<file path="src/rtl/rob_retire_if.sv">
// Dispatch-side bundle for the reorder buffer: allocation, completion
// result buses, retire outputs and occupancy status.
interface rob_retire_if #(
  parameter int DEPTH  = 16,
  parameter int PREG_W = 7,
  parameter int DATA_W = 32
);
  localparam int RW = $clog2(DEPTH);

  // allocation, two slots, slot 0 is older
  logic [1:0]             i_alloc_valid;
  logic [1:0][PREG_W-1:0] i_alloc_dst;
  logic [1:0][PREG_W-1:0] i_alloc_old_dst;
  logic [1:0]             i_alloc_regwrite;
  logic [1:0]             i_alloc_memwrite;
  logic                   o_alloc_ready;
  logic [RW-1:0]          o_tail;

  // completion, one bus per functional unit
  logic [2:0]             i_cmpl_valid;
  logic [2:0][RW-1:0]     i_cmpl_rob;
  logic [2:0][DATA_W-1:0] i_cmpl_data;

  // retire, two slots, slot 0 is older
  logic [1:0]             o_ret_valid;
  logic [1:0][PREG_W-1:0] o_ret_dst;
  logic [1:0][PREG_W-1:0] o_ret_old_dst;
  logic [1:0][DATA_W-1:0] o_ret_data;
  logic [1:0]             o_ret_regwrite;
  logic [1:0]             o_ret_memwrite;

  // occupancy
  logic [RW:0]            o_count;
  logic                   o_empty;
  logic                   o_full;
  logic                   o_overflow;

  // dispatch / result side
  modport master (
    output i_alloc_valid, i_alloc_dst, i_alloc_old_dst, i_alloc_regwrite, i_alloc_memwrite,
    output i_cmpl_valid, i_cmpl_rob, i_cmpl_data,
    input  o_alloc_ready, o_tail,
    input  o_ret_valid, o_ret_dst, o_ret_old_dst, o_ret_data, o_ret_regwrite, o_ret_memwrite,
    input  o_count, o_empty, o_full, o_overflow
  );

  // reorder buffer side
  modport slave (
    input  i_alloc_valid, i_alloc_dst, i_alloc_old_dst, i_alloc_regwrite, i_alloc_memwrite,
    input  i_cmpl_valid, i_cmpl_rob, i_cmpl_data,
    output o_alloc_ready, o_tail,
    output o_ret_valid, o_ret_dst, o_ret_old_dst, o_ret_data, o_ret_regwrite, o_ret_memwrite,
    output o_count, o_empty, o_full, o_overflow
  );
endinterface

</file>
<file path="src/rtl/rob_retire.sv">
// Reorder buffer: dual in-order allocation, three completion buses,
// dual strictly in-order retire with registered retire outputs.
module rob_retire #(
  parameter int DEPTH  = 16,
  parameter int PREG_W = 7,
  parameter int DATA_W = 32
) (
  input logic         i_clk,
  input logic         i_rst,
  rob_retire_if.slave bus
);
  localparam int RW = $clog2(DEPTH);

  logic [DEPTH-1:0]  ent_valid;
  logic [DEPTH-1:0]  ent_cmpl;
  logic [DEPTH-1:0]  ent_regwrite;
  logic [DEPTH-1:0]  ent_memwrite;
  logic [PREG_W-1:0] ent_dst     [DEPTH];
  logic [PREG_W-1:0] ent_old_dst [DEPTH];
  logic [DATA_W-1:0] ent_data    [DEPTH];

  logic [RW-1:0] head;
  logic [RW-1:0] tail;
  logic [RW:0]   count;
  logic          overflow;

  logic [1:0]             ret_valid;
  logic [1:0][PREG_W-1:0] ret_dst;
  logic [1:0][PREG_W-1:0] ret_old_dst;
  logic [1:0][DATA_W-1:0] ret_data;
  logic [1:0]             ret_regwrite;
  logic [1:0]             ret_memwrite;

  logic [RW-1:0] head_next1;
  logic [RW-1:0] slot1_idx;
  logic          ret0;
  logic          ret1;
  logic          alloc_ready;
  logic [1:0]    n_alloc;
  logic [1:0]    n_ret;

  // retire decisions look only at registered entry state, so a completion
  // arriving this cycle cannot retire before the next edge
  assign head_next1  = head + RW'(1);
  assign ret0        = ent_valid[head] & ent_cmpl[head];
  assign ret1        = ret0 & ent_valid[head_next1] & ent_cmpl[head_next1];
  assign n_ret       = 2'(ret0) + 2'(ret1);

  // a request is all-or-nothing: if two free entries are not guaranteed it is dropped
  assign alloc_ready = (count <= (RW+1)'(DEPTH - 2));
  assign n_alloc     = alloc_ready ? (2'(bus.i_alloc_valid[0]) + 2'(bus.i_alloc_valid[1])) : 2'd0;
  assign slot1_idx   = tail + RW'(bus.i_alloc_valid[0]);

  // entry storage: completions, then retire clears, then new allocations
  always_ff @(posedge i_clk or posedge i_rst) begin
    if (i_rst) begin
      ent_valid    <= '0;
      ent_cmpl     <= '0;
      ent_regwrite <= '0;
      ent_memwrite <= '0;
      for (int i = 0; i < DEPTH; i++) begin
        ent_dst[i]     <= '0;
        ent_old_dst[i] <= '0;
        ent_data[i]    <= '0;
      end
    end else begin
      for (int f = 2; f >= 0; f--) begin
        if (bus.i_cmpl_valid[f] && ent_valid[bus.i_cmpl_rob[f]]) begin
          ent_cmpl[bus.i_cmpl_rob[f]] <= 1'b1;
          ent_data[bus.i_cmpl_rob[f]] <= bus.i_cmpl_data[f];
        end
      end
      if (ret0) begin
        ent_valid[head] <= 1'b0;
        ent_cmpl[head]  <= 1'b0;
      end
      if (ret1) begin
        ent_valid[head_next1] <= 1'b0;
        ent_cmpl[head_next1]  <= 1'b0;
      end
      if (alloc_ready && bus.i_alloc_valid[0]) begin
        ent_valid[tail]    <= 1'b1;
        ent_cmpl[tail]     <= 1'b0;
        ent_data[tail]     <= '0;
        ent_dst[tail]      <= bus.i_alloc_dst[0];
        ent_old_dst[tail]  <= bus.i_alloc_old_dst[0];
        ent_regwrite[tail] <= bus.i_alloc_regwrite[0];
        ent_memwrite[tail] <= bus.i_alloc_memwrite[0];
      end
      if (alloc_ready && bus.i_alloc_valid[1]) begin
        ent_valid[slot1_idx]    <= 1'b1;
        ent_cmpl[slot1_idx]     <= 1'b0;
        ent_data[slot1_idx]     <= '0;
        ent_dst[slot1_idx]      <= bus.i_alloc_dst[1];
        ent_old_dst[slot1_idx]  <= bus.i_alloc_old_dst[1];
        ent_regwrite[slot1_idx] <= bus.i_alloc_regwrite[1];
        ent_memwrite[slot1_idx] <= bus.i_alloc_memwrite[1];
      end
    end
  end

  // pointers, occupancy and the sticky dropped-allocation flag
  always_ff @(posedge i_clk or posedge i_rst) begin
    if (i_rst) begin
      head     <= '0;
      tail     <= '0;
      count    <= '0;
      overflow <= 1'b0;
    end else begin
      head  <= head + RW'(n_ret);
      tail  <= tail + RW'(n_alloc);
      count <= count + (RW+1)'(n_alloc) - (RW+1)'(n_ret);
      if (!alloc_ready && (|bus.i_alloc_valid)) begin
        overflow <= 1'b1;
      end
    end
  end

  // registered retire rows; a slot that does not retire shows all zeros
  always_ff @(posedge i_clk or posedge i_rst) begin
    if (i_rst) begin
      ret_valid    <= '0;
      ret_dst      <= '0;
      ret_old_dst  <= '0;
      ret_data     <= '0;
      ret_regwrite <= '0;
      ret_memwrite <= '0;
    end else begin
      ret_valid       <= {ret1, ret0};
      ret_dst[0]      <= ret0 ? ent_dst[head]      : '0;
      ret_old_dst[0]  <= ret0 ? ent_old_dst[head]  : '0;
      ret_data[0]     <= ret0 ? ent_data[head]     : '0;
      ret_regwrite[0] <= ret0 & ent_regwrite[head];
      ret_memwrite[0] <= ret0 & ent_memwrite[head];
      ret_dst[1]      <= ret1 ? ent_dst[head_next1]     : '0;
      ret_old_dst[1]  <= ret1 ? ent_old_dst[head_next1] : '0;
      ret_data[1]     <= ret1 ? ent_data[head_next1]    : '0;
      ret_regwrite[1] <= ret1 & ent_regwrite[head_next1];
      ret_memwrite[1] <= ret1 & ent_memwrite[head_next1];
    end
  end

  assign bus.o_alloc_ready  = alloc_ready;
  assign bus.o_tail         = tail;
  assign bus.o_count        = count;
  assign bus.o_empty        = (count == '0);
  assign bus.o_full         = (count == (RW+1)'(DEPTH));
  assign bus.o_overflow     = overflow;
  assign bus.o_ret_valid    = ret_valid;
  assign bus.o_ret_dst      = ret_dst;
  assign bus.o_ret_old_dst  = ret_old_dst;
  assign bus.o_ret_data     = ret_data;
  assign bus.o_ret_regwrite = ret_regwrite;
  assign bus.o_ret_memwrite = ret_memwrite;
endmodule

</file>
<file path="src/flat_wrapper.sv">
// flat-port wrapper written by rule: the top's interface ports become plain ports
module rob_retire_flat 
#(
  parameter int DEPTH  = 16,
  parameter int PREG_W = 7,
  parameter int DATA_W = 32
)
  (i_clk, i_rst, bus_i_alloc_valid, bus_i_alloc_dst, bus_i_alloc_old_dst, bus_i_alloc_regwrite, bus_i_alloc_memwrite, bus_i_cmpl_valid, bus_i_cmpl_rob, bus_i_cmpl_data, bus_o_alloc_ready, bus_o_tail, bus_o_ret_valid, bus_o_ret_dst, bus_o_ret_old_dst, bus_o_ret_data, bus_o_ret_regwrite, bus_o_ret_memwrite, bus_o_count, bus_o_empty, bus_o_full, bus_o_overflow);
  rob_retire_if #(.DEPTH(DEPTH), .PREG_W(PREG_W), .DATA_W(DATA_W)) bus_i ();
  input logic i_clk;
  input logic i_rst;
  input wire logic [$bits(bus_i.i_alloc_valid)-1:0] bus_i_alloc_valid;
  input wire logic [$bits(bus_i.i_alloc_dst)-1:0] bus_i_alloc_dst;
  input wire logic [$bits(bus_i.i_alloc_old_dst)-1:0] bus_i_alloc_old_dst;
  input wire logic [$bits(bus_i.i_alloc_regwrite)-1:0] bus_i_alloc_regwrite;
  input wire logic [$bits(bus_i.i_alloc_memwrite)-1:0] bus_i_alloc_memwrite;
  input wire logic [$bits(bus_i.i_cmpl_valid)-1:0] bus_i_cmpl_valid;
  input wire logic [$bits(bus_i.i_cmpl_rob)-1:0] bus_i_cmpl_rob;
  input wire logic [$bits(bus_i.i_cmpl_data)-1:0] bus_i_cmpl_data;
  output wire logic [$bits(bus_i.o_alloc_ready)-1:0] bus_o_alloc_ready;
  output wire logic [$bits(bus_i.o_tail)-1:0] bus_o_tail;
  output wire logic [$bits(bus_i.o_ret_valid)-1:0] bus_o_ret_valid;
  output wire logic [$bits(bus_i.o_ret_dst)-1:0] bus_o_ret_dst;
  output wire logic [$bits(bus_i.o_ret_old_dst)-1:0] bus_o_ret_old_dst;
  output wire logic [$bits(bus_i.o_ret_data)-1:0] bus_o_ret_data;
  output wire logic [$bits(bus_i.o_ret_regwrite)-1:0] bus_o_ret_regwrite;
  output wire logic [$bits(bus_i.o_ret_memwrite)-1:0] bus_o_ret_memwrite;
  output wire logic [$bits(bus_i.o_count)-1:0] bus_o_count;
  output wire logic [$bits(bus_i.o_empty)-1:0] bus_o_empty;
  output wire logic [$bits(bus_i.o_full)-1:0] bus_o_full;
  output wire logic [$bits(bus_i.o_overflow)-1:0] bus_o_overflow;
  assign bus_i.i_alloc_valid = bus_i_alloc_valid;
  assign bus_i.i_alloc_dst = bus_i_alloc_dst;
  assign bus_i.i_alloc_old_dst = bus_i_alloc_old_dst;
  assign bus_i.i_alloc_regwrite = bus_i_alloc_regwrite;
  assign bus_i.i_alloc_memwrite = bus_i_alloc_memwrite;
  assign bus_i.i_cmpl_valid = bus_i_cmpl_valid;
  assign bus_i.i_cmpl_rob = bus_i_cmpl_rob;
  assign bus_i.i_cmpl_data = bus_i_cmpl_data;
  assign bus_o_alloc_ready = bus_i.o_alloc_ready;
  assign bus_o_tail = bus_i.o_tail;
  assign bus_o_ret_valid = bus_i.o_ret_valid;
  assign bus_o_ret_dst = bus_i.o_ret_dst;
  assign bus_o_ret_old_dst = bus_i.o_ret_old_dst;
  assign bus_o_ret_data = bus_i.o_ret_data;
  assign bus_o_ret_regwrite = bus_i.o_ret_regwrite;
  assign bus_o_ret_memwrite = bus_i.o_ret_memwrite;
  assign bus_o_count = bus_i.o_count;
  assign bus_o_empty = bus_i.o_empty;
  assign bus_o_full = bus_i.o_full;
  assign bus_o_overflow = bus_i.o_overflow;
  rob_retire #(.DEPTH(DEPTH), .PREG_W(PREG_W), .DATA_W(DATA_W)) u_core (.i_clk(i_clk), .i_rst(i_rst), .bus(bus_i));
endmodule
</file>
<file path="config.mk">
export PLATFORM = sky130hd
export DESIGN_NAME = rob_retire_flat
export DESIGN_NICKNAME = d
export VERILOG_FILES = /design/src/rtl/rob_retire_if.sv /design/src/rtl/rob_retire.sv /design/src/flat_wrapper.sv
export SDC_FILE = /design/constraint.sdc
export NUM_CORES = 2
export LEC_CHECK = 0
export CAP_MARGIN = 20
export CORE_AREA = 2 2 331 333
export CTS_CLUSTER_SIZE = 25
export DETAILED_ROUTE_END_ITERATION = 7
export DIE_AREA = 0 0 333 335
export PLACE_DENSITY = 0.76
export SYNTH_ARGS = -nofsm -noshare
export SYNTH_HDL_FRONTEND = slang
export SYNTH_SLANG_ARGS = --single-unit
</file>
<file path="constraint.sdc">
create_clock -name i_clk -period 30.7 [get_ports i_clk]
set_clock_uncertainty 0.2 [all_clocks]
set_input_delay 6.14 -clock i_clk [delete_from_list [all_inputs] [get_ports i_clk]]
set_output_delay 6.14 -clock i_clk [all_outputs]
set_load 0.01 [all_outputs]
</file>
Word-level counts from Yosys, hierarchy flattened
Cells that the tools add are included.
{ "totals": {"inputBits": 147, "word_cells": 265, "reg_bits": 912, "output_inout_bits": 111} }
{ "op_classes": {"n_lt_le_gt_ge": 27, "reduce_logical": 21, "n_addsub": 8, "muxes": 110, "eq_ne": 1, "bitwise_logic": 33} }
{ "ops": {"columns": ["operator", "count"], "rows": [
  ["512-bit 2-to-1 mux", 5],
  ["512-bit bitwise mux", 3],
  ["512-bit bitwise AND", 2],
  ["512-bit inverter", 2],
  ["32-bit demux with 4-bit select", 5],
  ["112-bit bitwise mux", 4],
  ["112-bit 2-to-1 mux", 4],
  ["32-bit 2-to-1 mux", 11],
  ["32-bit binary-select mux with 4-bit select", 2],
  ["16-bit 2-to-1 mux", 15],
  ["7-bit binary-select mux with 4-bit select", 4],
  ["7-bit 2-to-1 mux", 14],
  ["16-bit bitwise AND", 6],
  ["16-bit OR", 5],
  ["16-bit bitwise mux", 4],
  ["16-bit inverter", 4],
  ["7-bit demux with 4-bit select", 2],
  ["1-bit binary-select mux with 4-bit select", 11],
  ["5-bit >= comparator (second input constant)", 7],
  ["4-bit by 5-bit < comparator with 1-bit output (second input constant)", 7],
  ["4-bit inverter with 5-bit output", 7],
  ["1-bit demux with 4-bit select", 7],
  ["4-bit by 1-bit >= comparator with 1-bit output (second input constant)", 7],
  ["5-bit by 1-bit < comparator with 1-bit output (second input constant)", 5],
  ["other kinds (15)", 57]
]} }

Longest topological paths before layout
{ "logic_depth": {"word_depth": 18, "depth_mapped": 24, "mapped_depth_nobuf": 19} }

Worst setup path after synthesis
Ideal clock, no wire load.
{ "synth_path": {"path_kind": "input to register", "start": "input port bus_i_alloc_valid[0]", "end": "register u_core.ent_data[162] (netlist name)", "path_stages": 11, "required_ps": 30376, "setup_ps": 124, "arrival_time_ps": 8197, "slack_ps": 22179, "cell_sequence": "ha_1 ha_1 buf_1 nand2_1 a2111oi_2 and3_1 clkbuf_1 or2_2 clkbuf_1 buf_2 a21oi_1"} }
{ "synth_via": {"elab_chain_cells": 9, "elab_cells_between_ends": 12} }
{ "synth_rtl": {"columns": ["element", "line_no", "source"], "rows": [
  ["start, declared", "flat_wrapper.sv:12", "input wire logic [$bits(bus_i.i_alloc_valid)-1:0] bus_i_alloc_valid;"],
  ["4-bit by 1-bit adder with 4-bit output", "rob_retire.sv:52", "assign slot1_idx = tail + RW'(bus.i_alloc_valid[0]);"],
  ["4-bit inverter with 5-bit output (implied by the code)", "rob_retire.sv:93", "ent_data[slot1_idx] <= '0;"],
  ["5-bit >= comparator (implied by the code) or 5-bit by 1-bit < comparator with 1-bit output (tied branches)", "rob_retire.sv:93", null],
  ["1-bit logical AND (implied by the code)", "rob_retire.sv:93", null],
  ["32-bit 2-to-1 mux (implied by the code)", "rob_retire.sv:93", null],
  ["32-bit demux with 4-bit select", "rob_retire.sv:93", null],
  ["512-bit inverter (no line)", null, null],
  ["512-bit bitwise AND (no line)", null, null],
  ["512-bit 2-to-1 mux (*)", "rob_retire.sv:90", "if (alloc_ready && bus.i_alloc_valid[1]) begin"],
  ["end signal, assigned by index", "rob_retire.sv:70", "ent_data[bus.i_cmpl_rob[f]] <= bus.i_cmpl_data[f];"],
  ["end, declared", "rob_retire.sv:20", "logic [DATA_W-1:0] ent_data [DEPTH];"]
]} }
Mark *: on every way between the ends. The rest lies on a longest branch, timed or not.
A chain may end at the register's enable or synchronous reset.

Worst setup path in the final report
{ "layout_path": {"start": "input port bus_i_cmpl_rob[0]", "end": "register u_core.ent_data[261] (netlist name)"} }
{ "layout_via": {"elab_chain_cells": 11, "elab_cells_between_ends": 15} }
{ "layout_rtl": {"columns": ["element", "line_no", "source"], "rows": [
  ["start, declared", "flat_wrapper.sv:18", "input wire logic [$bits(bus_i.i_cmpl_rob)-1:0] bus_i_cmpl_rob;"],
  ["4-bit inverter with 5-bit output (implied by the code)", "rob_retire.sv:70", null],
  ["5-bit >= comparator (implied by the code) or 5-bit by 1-bit < comparator with 1-bit output (tied branches)", "rob_retire.sv:70", null],
  ["1-bit logical AND (implied by the code)", "rob_retire.sv:70", null],
  ["32-bit 2-to-1 mux (implied by the code)", "rob_retire.sv:70", null],
  ["32-bit demux with 4-bit select", "rob_retire.sv:70", null],
  ["512-bit bitwise mux", "rob_retire.sv:70", null],
  ["512-bit 2-to-1 mux (*)", "rob_retire.sv:68", "if (bus.i_cmpl_valid[f] && ent_valid[bus.i_cmpl_rob[f]]) begin"],
  ["512-bit bitwise AND (no line)", null, null],
  ["512-bit 2-to-1 mux (*)", "rob_retire.sv:81", "if (alloc_ready && bus.i_alloc_valid[0]) begin"],
  ["512-bit bitwise AND (no line)", null, null],
  ["512-bit 2-to-1 mux (*)", "rob_retire.sv:90", null]
]} }
Mark *: on every way between the ends. The rest lies on a longest branch, timed or not. The select of a mux whose other input is x is not followed.

==> results.sh <==
export IMPL_status="finished with violations"
export IMPL_violations="design-rule violations"
export IMPL_synth_yosys_seq_area_share=0.380
export IMPL_synthMuxAreaShare=0.305
export IMPL_synthArstFlopShare=1.00
export IMPL_yosys_top_cells_area="dfrtp_1, mux4_2, mux2i_1, nand2_1, a21oi_1"
export IMPL_core_area_um2=108000
export IMPL_synth_area_per_cell_um2=10.4
export IMPL_path_max_fanout=27
export IMPL_finalSetupViolations=0
export IMPL_synthSimpleGateAreaFrac=0.105
export IMPL_synthTopCellsByCount="dfrtp_1, nand2_1, mux2i_1"
export IMPL_fin_setup_tns_ps=0
export IMPL_synth_cells=5791
export IMPL_clock_path_buffers=3
export IMPL_drt_first_iter_violations=9350
export IMPL_dieArea_um2=112000
export IMPL_nFillCells=8549
export IMPL_max_freq_mhz=100
export IMPL_grt_max_degree=172
export IMPL_pin_count=258
export IMPL_antenna_found_initial=39
export IMPL_path_class="input pin to register"
export IMPL_powerDensity_nw_per_um2=113
export IMPL_crit_path_end_kind="register"
export IMPL_pwr_share_clk=0.174
export IMPL_synthMostInstantiatedCell="dfrtp_1"
export IMPL_synth_compound_area_frac=0.149
export IMPL_grt_pass1_wl_mm=353
export IMPL_finalMaxSlewViolations=0
export IMPL_syn_to_final_growth_pct=11.3
export IMPL_fin_ws_ps=20730
export IMPL_wl_mm=240
export IMPL_clk_pin_slew_worst_paths_ps=60
export IMPL_grt_usage=0.426
export IMPL_crit_path_start_kind="input pin"
export IMPL_die_h_um=335
export IMPL_hold_path_class="register to register"
export IMPL_root_buffer="clkbuf_16"
export IMPL_fin_nets=5760
export IMPL_gp_congestion=0.995
export IMPL_critPathArrivalTime_ps=10380
export IMPL_final_hold_violation_count=0
export IMPL_start_util=0.556
export IMPL_io_buffers=257
export IMPL_synth_fa_ha_area_frac=0.00633
export IMPL_hold_slack_ps=283
export IMPL_cts_made_buffers=104
export IMPL_cts_setup_buffers=0
export IMPL_vdd_ir_drop_max_mv=0.146
export IMPL_ant_nets=0
export IMPL_slew_headroom=0.141
export IMPL_ctsResizeCount=0
export IMPL_num_rows=121
export IMPL_grt_setup_unrepaired="false"
export IMPL_synth_top_area_frac=0.380
export IMPL_syn_area_um2=60100
export IMPL_yosys_most_used_dff="dfrtp_1"
export IMPL_fin_crit_sh=0.325
export IMPL_pwr_share_comb=0.524
export IMPL_power_frac_seq=0.303
export IMPL_synth_top_family_by_area="multiplexers"
export IMPL_worstMarginPinSlew_ps=1290
export IMPL_wl_per_cell_um=33.7
export IMPL_yosys_warnings=0
export IMPL_ys_ff_latch=912
export IMPL_first_pass_iters=8
export IMPL_drive_above_1_share=0.181
export IMPL_dp_slack_ps=20010
export IMPL_hpwl_mm=134
export IMPL_vias=54417
export IMPL_total_power_uw=7550
export IMPL_yosysTopAreaCell="dfrtp_1"
export IMPL_grt_pass1_vias=53748
export IMPL_switching_share=0.407
export IMPL_synth_nets=5966
export IMPL_fin_util=0.619
export IMPL_crit_required_ps=31120
export IMPL_synthDistinctLibCells=73
export IMPL_synth_edff_count=0
export IMPL_drc=5
export IMPL_clock_latency_ps=750
export IMPL_leakage_uw=0.0294
export IMPL_die_x_um=333
export IMPL_maxCapViolations=0
export IMPL_synth_xor_area_frac=0.00202
export IMPL_cts_htree_levels=3
export IMPL_viasPerCell=7.66
export IMPL_power_internal_uw=4470
export IMPL_clkSinkCount=912
export IMPL_p_sw_uw=3070
export IMPL_postCtsHoldBufs=0
export IMPL_cts_tree="built"
export IMPL_finalCriticalPeriod_ps=9970
export IMPL_grt_remaining_overflow=0
## cell usage in the layout (no fill, tap or decap), types with 130 or more instances in the layout
cell             synthesis  layout
mux2i_1                692     692
dfrtp_1                912     908
nand2_1                773     754
clkdlybuf4s50_1          0     257
a21oi_1                425     425
o21ai_0                136     136
nor2_1                 359     347
mux4_2                 439     439
a211oi_1               220     220
o211ai_1               261     261
mux2_2                 130     130
## final timing paths
path,slack [ps],start,cells after the start,endpoint
max,20730,bus_i_cmpl_rob[0],9,u_core.ent_data[261]
min,280,u_core.bus.o_overflow,1,u_core.bus.o_overflow
max reg2reg,24330,u_core.head[1],18,u_core.bus.o_count[4]
min reg2reg,280,u_core.bus.o_overflow,1,u_core.bus.o_overflow
max in group asynchronous,21340,i_rst,6,u_core.ent_data[185]
min in group asynchronous,5890,i_rst,3,u_core.ent_data[196]
## per-stage QoR
stage	instance area, um2	instances
floorplan	60100	5791
global placement	63000	6880
detailed placement	63100	6883
CTS	66600	7066
global route	66800	7089
finish	66900	7105
## sequential cells by signal (all words and copies together), names as in the netlist
| register | flops |
|---|---|
| u_core.bus.o_overflow | 1 |
| u_core.bus.o_ret_valid | 2 |
| u_core.ent_old_dst | 112 |
| u_core.ent_memwrite | 16 |
| u_core.ent_valid | 16 |
| u_core.bus.o_ret_dst | 14 |
| u_core.head | 4 |
| u_core.bus.o_ret_memwrite | 2 |
| u_core.bus.o_ret_old_dst | 14 |
| u_core.bus.o_ret_data | 64 |
| u_core.ent_cmpl | 16 |
| u_core.ent_regwrite | 16 |
| u_core.bus.o_ret_regwrite | 2 |
| u_core.ent_dst | 112 |
| u_core.ent_data | 512 |
| u_core.bus.o_tail | 4 |
| u_core.bus.o_count | 5 |
## worst max-delay path, cell delays in order
cell and delay (ps):
clkdlybuf4s50_1 850, nor2b_1 250, a22oi_2 290, and4_2 560, buf_4 610, a21o_2 600
buf_4 560, o22ai_1 180, a211oi_1 230
## per-layer routing
layer,vias up,track usage,wire [um]
met5,-,0.00478,380
met4,42,0.300,19900
met3,1514,0.192,38400
met2,5300,0.600,100000
met1,26430,0.520,80700
li1,21131,-,-
## logic make-up after synthesis
family                   count (synthesis)
adder cells (fa/ha/maj)                 28
buffers and inverters                  761
AO/OA/AOI/OAI                         1348
multiplexers                          1264
AND/OR/NAND/NOR                       1465
XOR/XNOR                                13
flip-flops                             912
## area by class of cell
cell class              instances  area [um2]  area share
repair buffers                399        3860      0.0577
clock inverters                33         440     0.00659
diodes                         29        72.6     0.00109
inverters                      50         191     0.00286
well taps                    1414        1770      0.0265
flip-flops and latches        912       22800       0.342
clock buffers                 150        3060      0.0457
multi-input cells            4118       34600       0.518
## power by group through the flow
stage               Clock (uW)  Combinational, uW  Sequential, uW
floorplan                    0               2970            2050
global placement             0               3730            2210
detailed placement           0               3830            2250
CTS                       1300               3860            2240
global route              1350               4170            2320
finish                    1310               3950            2280
(Power assumes the default switching activity.)
